## src/rtl/ahb_lite_rif_bridge.sv

```systemverilog
`default_nettype none
// ============================================================================
// Module      : ahb_lite_rif_bridge
// Description : AHB-Lite subordinate bridging to a simple register interface.
//               Adds rif_ready wait states, a wait timeout, size/alignment/
//               security checking with the two-cycle ERROR response, byte
//               strobes and back-to-back pipelined transfers.
// Revision    : 1.0 - initial release
// ============================================================================
module ahb_lite_rif_bridge #(
  parameter int   ADDR_WIDTH     = 12,
  parameter int   DATA_WIDTH     = 32,
  parameter logic SEC_TRANS      = 1'b0,
  parameter int   TIMEOUT_CYCLES = 16
) (
  input  logic                    HCLK,
  input  logic                    HRESET,
  input  logic [ADDR_WIDTH-1:0]   HADDR,
  input  logic                    HSEL,
  input  logic                    HNONSEC,
  input  logic [2:0]              HBURST,
  input  logic [2:0]              HSIZE,
  input  logic [1:0]              HTRANS,
  input  logic                    HWRITE,
  input  logic [DATA_WIDTH-1:0]   HWDATA,
  output logic [DATA_WIDTH-1:0]   HRDATA,
  output logic                    HRESP,
  input  logic                    HREADY,
  output logic                    HREADYOUT,
  output logic [ADDR_WIDTH-1:0]   rif_addr,
  input  logic                    rif_addr_valid,
  output logic                    rif_wr_req,
  output logic                    rif_rd_req,
  output logic [DATA_WIDTH/8-1:0] rif_wstrb,
  output logic [DATA_WIDTH-1:0]   rif_wdata,
  input  logic [DATA_WIDTH-1:0]   rif_rdata,
  input  logic                    rif_ready
);

  localparam int c_strb_w   = DATA_WIDTH / 8;
  localparam int c_max_size = $clog2(c_strb_w);
  localparam int c_lane_w   = (c_max_size > 0) ? c_max_size : 1;
  localparam int c_cnt_w    = (TIMEOUT_CYCLES > 0) ? $clog2(TIMEOUT_CYCLES + 1) : 1;
  localparam logic [c_cnt_w-1:0] c_to_last =
    (TIMEOUT_CYCLES > 0) ? c_cnt_w'(TIMEOUT_CYCLES - 1) : '0;

  // Parameter legality is checked at elaboration
  if ((DATA_WIDTH < 8) || (DATA_WIDTH > 1024) || ((DATA_WIDTH & (DATA_WIDTH - 1)) != 0)) begin : g_bad_data_width
    $fatal(1, "ahb_lite_rif_bridge: DATA_WIDTH must be a power of two in 8..1024");
  end
  if ((TIMEOUT_CYCLES < 0) || (TIMEOUT_CYCLES > 65535)) begin : g_bad_timeout
    $fatal(1, "ahb_lite_rif_bridge: TIMEOUT_CYCLES must be in 0..65535");
  end

  typedef enum logic [1:0] {
    S_IDLE   = 2'd0,
    S_ACCESS = 2'd1,
    S_ERR1   = 2'd2,
    S_ERR2   = 2'd3
  } state_t;

  state_t                  r_state;
  logic [ADDR_WIDTH-1:0]   r_addr;
  logic                    r_write;
  logic [2:0]              r_size;
  logic [c_cnt_w-1:0]      r_cnt;

  logic                    w_capture;
  logic                    w_check_ok;
  logic [ADDR_WIDTH-1:0]   w_align_mask;
  logic                    w_in_access;
  logic                    w_done;
  logic                    w_timeout;
  logic                    w_take;
  logic [c_lane_w-1:0]     w_lane;
  logic [c_strb_w-1:0]     w_size_mask;
  logic                    w_unused;

  // HBURST is ignored (each beat is independent); HTRANS[0] does not affect capture
  assign w_unused = ^{HBURST, HTRANS[0]};

  assign w_capture    = HSEL & HREADY & HTRANS[1];
  assign w_align_mask = (ADDR_WIDTH'(1) << HSIZE) - ADDR_WIDTH'(1);
  assign w_check_ok   = (HSIZE <= 3'(c_max_size))
                      & ((HADDR & w_align_mask) == '0)
                      & ~(SEC_TRANS & HNONSEC);

  assign w_in_access = (r_state == S_ACCESS);
  assign w_done      = w_in_access & rif_addr_valid & rif_ready;
  assign w_timeout   = (TIMEOUT_CYCLES > 0) & w_in_access & rif_addr_valid
                     & ~rif_ready & (r_cnt == c_to_last);
  // A new address phase is accepted whenever the data phase is not stalling
  assign w_take      = w_capture & ((r_state == S_IDLE) | (r_state == S_ERR2) | w_done);

  // Byte-lane offset; an 8-bit bus has a single lane and no offset bits
  if (c_max_size > 0) begin : g_lane_multi
    assign w_lane = r_addr[c_lane_w-1:0];
  end else begin : g_lane_single
    assign w_lane = '0;
  end

  // Contiguous run of (1 << size) enabled lanes starting at lane 0
  always_comb begin
    w_size_mask = '0;
    for (int i = 0; i < c_strb_w; i++) begin
      w_size_mask[i] = (i < (1 << r_size));
    end
  end

  // Transfer state machine, latched transfer attributes and wait counter
  always_ff @(posedge HCLK) begin
    if (HRESET) begin
      r_state <= S_IDLE;
      r_addr  <= '0;
      r_write <= 1'b0;
      r_size  <= '0;
      r_cnt   <= '0;
    end else if (w_take) begin
      r_cnt <= '0;
      if (w_check_ok) begin
        r_state <= S_ACCESS;
        r_addr  <= HADDR;
        r_write <= HWRITE;
        r_size  <= HSIZE;
      end else begin
        r_state <= S_ERR1;
      end
    end else begin
      case (r_state)
        S_IDLE: r_state <= S_IDLE;
        S_ACCESS: begin
          if (!rif_addr_valid) begin
            r_state <= S_ERR1;
          end else if (rif_ready) begin
            r_state <= S_IDLE;
          end else if (w_timeout) begin
            r_state <= S_ERR1;
          end else if (r_cnt != '1) begin
            r_cnt <= r_cnt + 1'b1;
          end
        end
        S_ERR1:  r_state <= S_ERR2;
        S_ERR2:  r_state <= S_IDLE;
        default: r_state <= S_IDLE;
      endcase
    end
  end

  // AHB response: zero-wait completion comes straight from rif_ready
  always_comb begin
    HREADYOUT = 1'b1;
    HRESP     = 1'b0;
    case (r_state)
      S_IDLE:   HREADYOUT = 1'b1;
      S_ACCESS: HREADYOUT = w_done;
      S_ERR1: begin
        HREADYOUT = 1'b0;
        HRESP     = 1'b1;
      end
      S_ERR2: begin
        HREADYOUT = 1'b1;
        HRESP     = 1'b1;
      end
      default: HREADYOUT = 1'b1;
    endcase
  end

  assign HRDATA     = (w_done & ~r_write) ? rif_rdata : '0;
  assign rif_addr   = r_addr;
  assign rif_wr_req = w_in_access & rif_addr_valid & r_write;
  assign rif_rd_req = w_in_access & rif_addr_valid & ~r_write;
  assign rif_wdata  = w_in_access ? HWDATA : '0;
  assign rif_wstrb  = (w_in_access & r_write) ? (w_size_mask << w_lane) : '0;

endmodule
`default_nettype wire

```

## config.mk

```make
export PLATFORM = sky130hd
export DESIGN_NAME = ahb_lite_rif_bridge
export DESIGN_NICKNAME = d
export VERILOG_FILES = /design/src/rtl/ahb_lite_rif_bridge.sv
export SDC_FILE = /design/constraint.sdc
export NUM_CORES = 1
export LEC_CHECK = 0
export CORE_MARGIN = 2
export CORE_UTILIZATION = 29
export DETAILED_ROUTE_END_ITERATION = 10
export PLACE_DENSITY_LB_ADDON = 0.05
export SKIP_CTS_REPAIR_TIMING = 1
export SYNTH_ARGS = -nofsm -noshare
export SYNTH_HDL_FRONTEND = slang
export SYNTH_SLANG_ARGS = --single-unit
```

## constraint.sdc

```tcl
create_clock -name HCLK -period 2.6 [get_ports HCLK]
set_clock_uncertainty 0.05 [all_clocks]
set_input_delay 0.65 -clock HCLK [delete_from_list [all_inputs] [get_ports HCLK]]
set_output_delay 0.65 -clock HCLK [all_outputs]
set_load 0.005 [all_outputs]
```

==> summary.txt <==
Critical path
  • CP max FO: 32
  • CP required: ~1.9 ns
  • Crit path kind: reg -> out
  • CP top delay family: buffers and inverters
  • WP buf/inv: 4
  • Critical path's slowest cell: clkdlybuf4s50_1
  • Reg2reg start: r_cnt[0]
  • Critical path cell sequence: inv_2, ha_2, buf_4, buf_12, and2_1, clkdlybuf4s50_1
  • Flop-to-flop setup slack: 0.63 ns
  • Setup crit start kind: flip-flop
  • Worst R2R End: r_cnt[4]
  • Crit path launch: r_state[1]
  • Worst path max stage delay: between 0.5 and 0.6 ns
  • CP arrival: 1.82 ns
  • R2R depth: 7
  • Endpoint class of the critical path: output pin

STA
  • Slew @ Worst Pin: between 0.5 and 0.6 ns
  • Crit share post-route: 0.969
  • Max Slew Vio Count: 0
  • Slew headroom: 0.642
  • Clock period minus worst slack: roughly 2.5 ns
  • RSZ-0062 raised after global routing: true
  • Maximum clock frequency: between 300 and 400 MHz
  • Final setup viols: 0
  • Final hold vios: 0

Min path
  • Hold EP: rif_addr[7]
  • Min-Delay Path Class: reg -> reg
  • Hold Startpoint: rif_addr[7]
  • Hold path cells: 2

Pwr
  • Switching Fraction: 0.238
  • Sequential share of power: 0.398
  • Leak: roughly 2.2 nW
  • P_int: about 0.00069 W
  • Max IR drop VDD: 263 µV
  • Pwr dens: 235 mW/mm²
  • Psw: 0.000216 W
  • Clk pwr share: 0.238
  • Combinational Power Share: 0.365

Clocking
  • CTS tree: built
  • CTS sink count: 23
  • H-tree depth: 1
  • Clock Latency Late Sink: between 0.2 and 0.3 ns
  • Clk slew on worst S/H paths: 0.08 ns
  • Clock Path Buffers: 2
  • Num CTS Buffers: 3
  • CTS root buffer: clkbuf_8

Finish
  • Post-Layout Inst Area: between 0.003 and 0.004 mm²
  • Filler cells: around 480
  • Finished Layout Cells: 471
  • Area growth syn-to-layout: 130%
  • Layout cell share with drive strength beyond 1: 0.103
  • Final #Nets: about 500

Logic synthesis
  • Register area share after synthesis: 0.273
  • Seq cells post-synth: 23
  • Synth Area per Inst: slightly below 8 µm²
  • Count of cell types in the netlist: 35
  • Synth area leaders: dfxtp_1, and3_1, and2_1
  • Top-area cell type share of the netlist area: 0.273
  • Ys Warns: 0
  • Synthesized area: between 0.0015 and 0.002 mm²
  • Synthesized net count: between 300 and 400
  • Gate Count Post-Synth: about 220
  • Area leader, netlist: dfxtp_1

Global route
  • First-pass GRT wire length: between 8 and 9 mm
  • Vias in the first global route: ~1900
  • GRT Resource Usage Total: 0.170
  • GR Overflow Total: 0
  • Initial antenna violation count: 1
  • Largest net degree at the start of global routing: 36

Routing
  • WL/cell: 14.3 µm
  • Routed WL: 6.74 mm
  • Met2 routed wirelength: roughly 3.5 mm
  • Top sig layer: met4
  • Vias per cell: between 4 and 5
  • Residual DRC: 0
  • Met1 WL: roughly 2.6 mm
  • TritonRoute pass-1 iters: 4
  • Post-route ant nets: 0
  • Vias: about 2200
  • Routed length on met3: 450 µm
  • Iter 0 DRT Violations: 58

Floorplanning
  • Standard-cell rows: 27
  • Die Ht: 80.2 µm
  • Initial Util: 0.302
  • Area of the core: around 0.0056 mm²
  • IO Pins: between 150 and 200
  • Die width: roughly 80 µm
  • Full die area: between 0.006 and 0.007 mm²

Placement
  • Dpl cell area: around 0.0035 mm²
  • Port Buffers: 170
  • HPWL after DPL: just over 5 mm
  • Dpl cells: roughly 460
  • GPL Wtd Cong: approximately 0.76

Run
  • Maxcap violations: 0

Run status
  • Status: completed
[sequential cells by signal, indices dropped and copies added, names as in the netlist]
signal,count
rif_addr,12
r_cnt,5
r_size,3
r_state,2
r_write,1
[power groups by stage]
stage	clock (W)	combinational, W	sequential (W)
6_report	0.000216	0.000332	0.000362
5_1_grt	0.000238	0.000358	0.000362
4_1_cts	0.000222	0.000311	0.000361
3_5_place_dp	0	0.000309	0.000369
3_3_place_gp	0	0.000306	0.000369
2_1_floorplan	0	0.0000859	0.000368
[worst reg2reg max path, cell delays in order, from the launching register on]
cell       delay, ns
dfxtp_1         0.34
ha_1            0.21
and3_1          0.19
ha_1            0.19
nand4bb_1       0.30
nor2_1          0.33
nor2_1          0.07
a211oi_1        0.20
[worst max-delay path by stage]
stage | end | slack, ns | cells after the start
after floorplan | r_write | 0.40 | 8
after global placement | HRDATA[21] | -0.33 | 6
after detailed placement | HRDATA[24] | -0.35 | 6
after CTS | HRDATA[21] | -0.36 | 6
after global routing | rif_addr[2] | -0.009 | 8
final | rif_wdata[6] | 0.08 | 6
[kinds of logic (layout without fill, tap and decap cells)]
group                    Yosys count  count (layout)  synth area share
XOR/XNOR                           3               3            0.0156
AND/OR/NAND/NOR                  124             124             0.398
flip-flops                        23              23             0.273
buffers and inverters             21             203            0.0616
other                              0               1                 0
AO/OA/AOI/OAI                     21              21            0.0965
adder cells (fa/ha/maj)            8               8            0.0594
multiplexers                      16              16            0.0958
[stage by stage]
step | hold slack (ns) | TNS, ns | worst slack [ns] | power (W) | util
final | 0.414 | 0 | 0.0794 | 0.000909 | 0.696
after global routing | 0.435 | -0.0244 | -0.00896 | 0.000958 | 0.696
after CTS | 0.413 | -11.48 | -0.356 | 0.000894 | 0.643
after detailed placement | 0.402 | -13.21 | -0.351 | 0.000678 | 0.635
after global placement | 0.391 | -12.24 | -0.333 | 0.000674 | 0.635
after floorplan | 0.401 | 0 | 0.397 | 0.000454 | -
[Yosys cell counts]
master,count
o22ai_1,1
o2111ai_4,1
a2111oi_0,1
o21a_1,3
inv_1,6
and3_4,1
nor4_1,1
and3_1,34
dfxtp_1,23
ha_1,8
a21oi_1,4
a211oi_1,2
buf_12,1
clkbuf_1,12
a31oi_1,1
nand2_1,36
buf_2,1
buf_6,1
o21ai_0,4
nand4bb_1,1
a311oi_1,1
a211oi_2,1
xnor2_1,3
nor3_1,4
o31a_1,1
mux2i_1,15
or2_2,2
mux2_2,1
and2_1,32
nand3_1,3
nand2b_1,1
nor3b_1,1
o211ai_1,1
nand4_1,1
nor2_1,7
[final cells by class]
type,instances,area [µm²],area share
Antenna cell,1,2.50,0.000645
Clock buffer,4,45.0,0.0116
Inverter,6,22.5,0.00581
Multi-Input combinational cell,172,1150,0.298
Sequential cell,23,465,0.120
Tap cell,72,90.1,0.0232
Timing Repair Buffer,193,2100,0.541
[layer usage]
layer  up-vias  global-route usage
met1       977               0.188
met5         -                   0
li1       1101                   -
met2        78               0.334
met3         8              0.0382
met4         0              0.0254
[cell usage in the layout, fill, tap and decap left out, types with 4 or more instances in the layout]
| master | synthesis | final |
|---|---|---|
| a21oi_1 | 4 | 4 |
| and2_1 | 32 | 32 |
| and3_1 | 34 | 34 |
| buf_12 | 1 | 4 |
| buf_4 | 0 | 12 |
| clkbuf_16 | 0 | 4 |
| clkdlybuf4s50_1 | 0 | 133 |
| dfxtp_1 | 23 | 21 |
| dlymetal6s2s_1 | 0 | 37 |
| ha_1 | 8 | 7 |
| inv_1 | 6 | 5 |
| mux2i_1 | 15 | 15 |
| nand2_1 | 36 | 34 |
| nor2_1 | 7 | 6 |
| o21ai_0 | 4 | 4 |
No activity file was read; power rests on OpenSTA's default activity.
==> RTL edit 1 (same settings) <==
Re-encode `state_t` (4 states) as Gray code, 2 bits wide.
--- a/src/rtl/ahb_lite_rif_bridge.sv
+++ b/src/rtl/ahb_lite_rif_bridge.sv
@@ -53,10 +53,10 @@
   end
 
   typedef enum logic [1:0] {
-    S_IDLE   = 2'd0,
-    S_ACCESS = 2'd1,
-    S_ERR1   = 2'd2,
-    S_ERR2   = 2'd3
+    S_IDLE   = 2'b00,
+    S_ACCESS = 2'b01,
+    S_ERR1   = 2'b11,
+    S_ERR2   = 2'b10
   } state_t;
 
   state_t                  r_state;
Formal check against the unedited RTL: same outputs for any inputs over 10 cycles, from zero or initial values and one cycle with HRESET high; not proved beyond that.
==> RTL edit 1 against the original RTL <==
- sequential cell count did not move
- design area fell by 2.8%
- worst setup slack got worse by 0.071 ns
- global-route usage rose by 1.0 points
- area after synthesis fell by 1.7%
- routed wire length rose by 2.2%
- largest cell class unchanged
- critical endpoint is now HRDATA[10]
- total power fell by 6.5%
- worst hold slack improved by 0.012 ns
- first-iteration DRC count fell by 1.7%
==> RTL edit 1: results (changes against the original RTL) <==
| Metric | Value |
|---|---|
| Internal power | 0.660 mW (was 0.693 mW) |
| Data arrival time of the critical path | 1.89 ns (was 1.82 ns) |
| Synth Area in Adders | 0.0227 (was 0.0594) |
| Met1 GRT Util | 0.229 (was 0.188) |
| Final net count | 476 (was 499) |
| Pwr Density | 226 nW/um^2 (was 235 nW/um^2) |
| Sequential power share | 0.426 (was 0.398) |
| Maximum VDD drop | 307 uV (was 263 uV) |
| Syn nets | 289 (was 316) |
| Worst Setup SP | rif_addr_valid (was r_state[1]) |
| Hold Path End | rif_addr[10] (was rif_addr[7]) |
| Slowest stage delay, CP | 0.17 ns (was 0.53 ns) |
| First-pass DRT Iterations | 5 (was 4) |
| XOR/XNOR Fraction of Synth Area | 0.0159 (was 0.0156) |
| Met2 WL | 3550 um (was 3540 um) |
| Vias in the first global route | 1718 (was 1894) |
| Pleak | 1.96 nW (was 2.18 nW) |
| Initial antenna violation count | 0 (was 1) |
| Worst hold margin | 0.426 ns (was 0.414 ns) |
| Wl on met1 | 2780 um (was 2630 um) |
| Crit Path Max Fanout | 4 (was 32) |
| Register area share after synthesis | 0.278 (was 0.273) |
| First-pass GRT wire length | 9140 um (was 8940 um) |
| Routed WL per cell | 15.2 um (was 14.3 um) |
| Met3 Usage GRT | 0.0373 (was 0.0382) |
| Largest register FFs | 12 (unchanged) |
| Top cells by area, synth | dfxtp_1 (28%), and3_1 (12%), and2_1 (12%), nand2b_1 (10%), mux2i_1 (9.7%) (was dfxtp_1 (27%), and3_1 (13%), and2_1 (12%), mux2i_1 (8.9%), nand2_1 (8.0%)) |
| Comb power | 0.272 mW (was 0.332 mW) |
| DP Cell Count | 433 (was 458) |
| Syn_area_per_cell | 8.54 um^2 (was 7.80 um^2) |
| Yosys cell types | 37 (was 35) |
| # diodes | 0 (was 1) |
| Grt met2 use | 0.315 (was 0.334) |
| Largest net degree at the start of global routing | 35 (was 36) |
| Non-filler cells, final | 452 (was 471) |
| Least-Margin Pin Slew | 0.371 ns (was 0.524 ns) |
| DR iter-0 viols | 57 (was 58) |
| Total track usage | 0.181 (was 0.170) |
| Worst r2r dst | r_cnt[1] (was r_cnt[4]) |
| Share of cells above drive strength 1 | 0.124 (was 0.103) |
| Synth warnings | 0 (unchanged) |
| Status | completed (unchanged) |
| Vias per cell | 4.48 (was 4.59) |
## RTL edit 1: cell types whose count changed in the layout (fill, tap and decap cells not counted), moves of 3 or more
cell and delta:
buf_4 +8, clkdlybuf4s50_1 +9, dlymetal6s2s_1 -11, ha_1 -4, inv_1 -4, nand2_1 -32, nand2b_1 +26, o21a_1 -3
o21ai_0 -3, or2b_1 +3
## RTL edit 1: worst max-delay path by stage
stage | cells past startpoint | slack (ns) | endpoint
floorplan | 4 | 0.56 | HRDATA[10]
global placement | 6 | -0.37 | HRDATA[0]
detailed placement | 6 | -0.41 | HRDATA[11]
CTS | 6 | -0.41 | HRDATA[11]
global route | 10 | -0.02 | HRDATA[10]
finish | 10 | 0.008 | HRDATA[10]
## RTL edit 1: final cells by class
type	instances	area (um^2)
repair buffers	197	2040
fillers	441	1740
multi-input cells	155	1120
flip-flops and latches	23	465
well taps	72	90.1
clock buffers	3	41.3
clock inverters	1	5.00
inverters	1	3.75
==> RTL edit 2 (same settings) <==
Without the edit above. The parameter `TIMEOUT_CYCLES` goes from 16 to 32.
--- a/src/rtl/ahb_lite_rif_bridge.sv
+++ b/src/rtl/ahb_lite_rif_bridge.sv
@@ -11,7 +11,7 @@
   parameter int   ADDR_WIDTH     = 12,
   parameter int   DATA_WIDTH     = 32,
   parameter logic SEC_TRANS      = 1'b0,
-  parameter int   TIMEOUT_CYCLES = 16
+  parameter int   TIMEOUT_CYCLES = 32
 ) (
   input  logic                    HCLK,
   input  logic                    HRESET,
Behaviour: no difference found for any inputs over 10 cycles, from zero or initial values and one cycle with HRESET high; that may be too few to reach the edited logic, so the function may still have changed.
==> RTL edit 2 against the original RTL <==
- routed wire length increased by 18%
- utilization shrank 5.3 points
- die area grew 11%
- total power is 19% higher
- sequential cell count up 1
- sequential power is 4% higher
- cell count grew 5.7%
- largest cell class unchanged
- critical path type unchanged
- design area is 4.7% higher
- global-route usage is 3.0 points higher
- area after synthesis up 11%
- worst setup slack gained 0.0022 ns
==> RTL edit 2: results (changes against the original RTL) <==
| Metric | Value |
|---|---|
| Yosys cell types | 48 (was 35) |
| First-pass GRT wire length | 11700 um (was 8940 um) |
| Crit Path Max Fanout | 4 (was 32) |
| Register area share after synthesis | 0.257 (was 0.273) |
| Synthesized instance count | 236 (was 216) |
| Post-DP Area | 3730 um^2 (was 3540 um^2) |
| DP Cell Count | 484 (was 458) |
| Syn nets | 334 (was 316) |
| Pleak | 2.23 nW (was 2.18 nW) |
| Worst Setup SP | r_state[1] (unchanged) |
| Compound-Gate Fraction of Synth Area | 0.212 (was 0.0965) |
| Setup ws final | 0.0817 ns (was 0.0794 ns) |
| Synth Area in Adders | 0.0401 (was 0.0594) |
| Rel. slew slack | 0.673 (was 0.642) |
| Slowest stage delay, CP | 0.34 ns (was 0.53 ns) |
| Comb power | 0.379 mW (was 0.332 mW) |
| Clock power share | 0.302 (was 0.238) |
| Crit path capture | HRDATA[6] (was rif_wdata[6]) |
| R2R depth | 8 (was 7) |
| Initial antenna violation count | 0 (was 1) |
| Total track usage | 0.200 (was 0.170) |
| Detailed Place HPWL | 6000 um (was 5100 um) |
| Worst hold margin | 0.425 ns (was 0.414 ns) |
| Slowest CP cell | dfxtp_2 (was clkdlybuf4s50_1) |
| Top cells by count, synth | and3_1 (34), and2_1 (33), dfxtp_1 (24), a21oi_1 (20), nand4_1 (17) (was nand2_1 (36), and3_1 (34), and2_1 (32), dfxtp_1 (23), mux2i_1 (15)) |
| Status | completed (unchanged) |
| Top cells by area, synth | dfxtp_1 (26%), and3_1 (11%), and2_1 (11%), o31ai_2 (6.0%), nand4_1 (5.7%) (was dfxtp_1 (27%), and3_1 (13%), and2_1 (12%), mux2i_1 (8.9%), nand2_1 (8.0%)) |
| Vias per cell | 4.89 (was 4.59) |
| Min-delay src | rif_addr[5] (was rif_addr[7]) |
| XOR/XNOR Fraction of Synth Area | 0.00935 (was 0.0156) |
| Reg-to-reg startpoint | r_state[0] (was r_cnt[0]) |
| Dpl ws | -0.345 ns (was -0.351 ns) |
| Total Power | 1.08 mW (was 0.909 mW) |
| Largest net degree at the start of global routing | 39 (was 36) |
| Hold Path End | rif_addr[5] (was rif_addr[7]) |
| Clk_lat worst skew | 0.27 ns (was 0.25 ns) |
==> RTL edit 2: cell types whose count changed after synthesis, moves of 3 or more <==
cell,unedited run,this run
nand2_1,36,8
a21oi_1,4,20
nand4_1,1,17
mux2i_1,15,1
o31ai_2,0,9
o31ai_1,0,7
nor2_1,7,11
buf_4,0,3
inv_1,6,3
o21a_1,3,0
==> RTL edit 2: final cells by class <==
cell class                 instances  area, um^2
sequential                        24         483
timing repair buffer             202        2110
fill                             545        2250
clock buffer                       3        41.3
tap                               77        96.3
multi-input combinational        188        1290
inverter                           3        11.3
clock inverter                     1        30.0
==> RTL edit 2: metal layers <==
| layer | GRT usage | share of wire |
|---|---|---|
| met2 | 0.354 | 0.49 |
| met1 | 0.259 | 0.45 |
| met4 | 0.0433 | 0.0076 |
| met3 | 0.0295 | 0.056 |
| met5 | 0 | 0 |
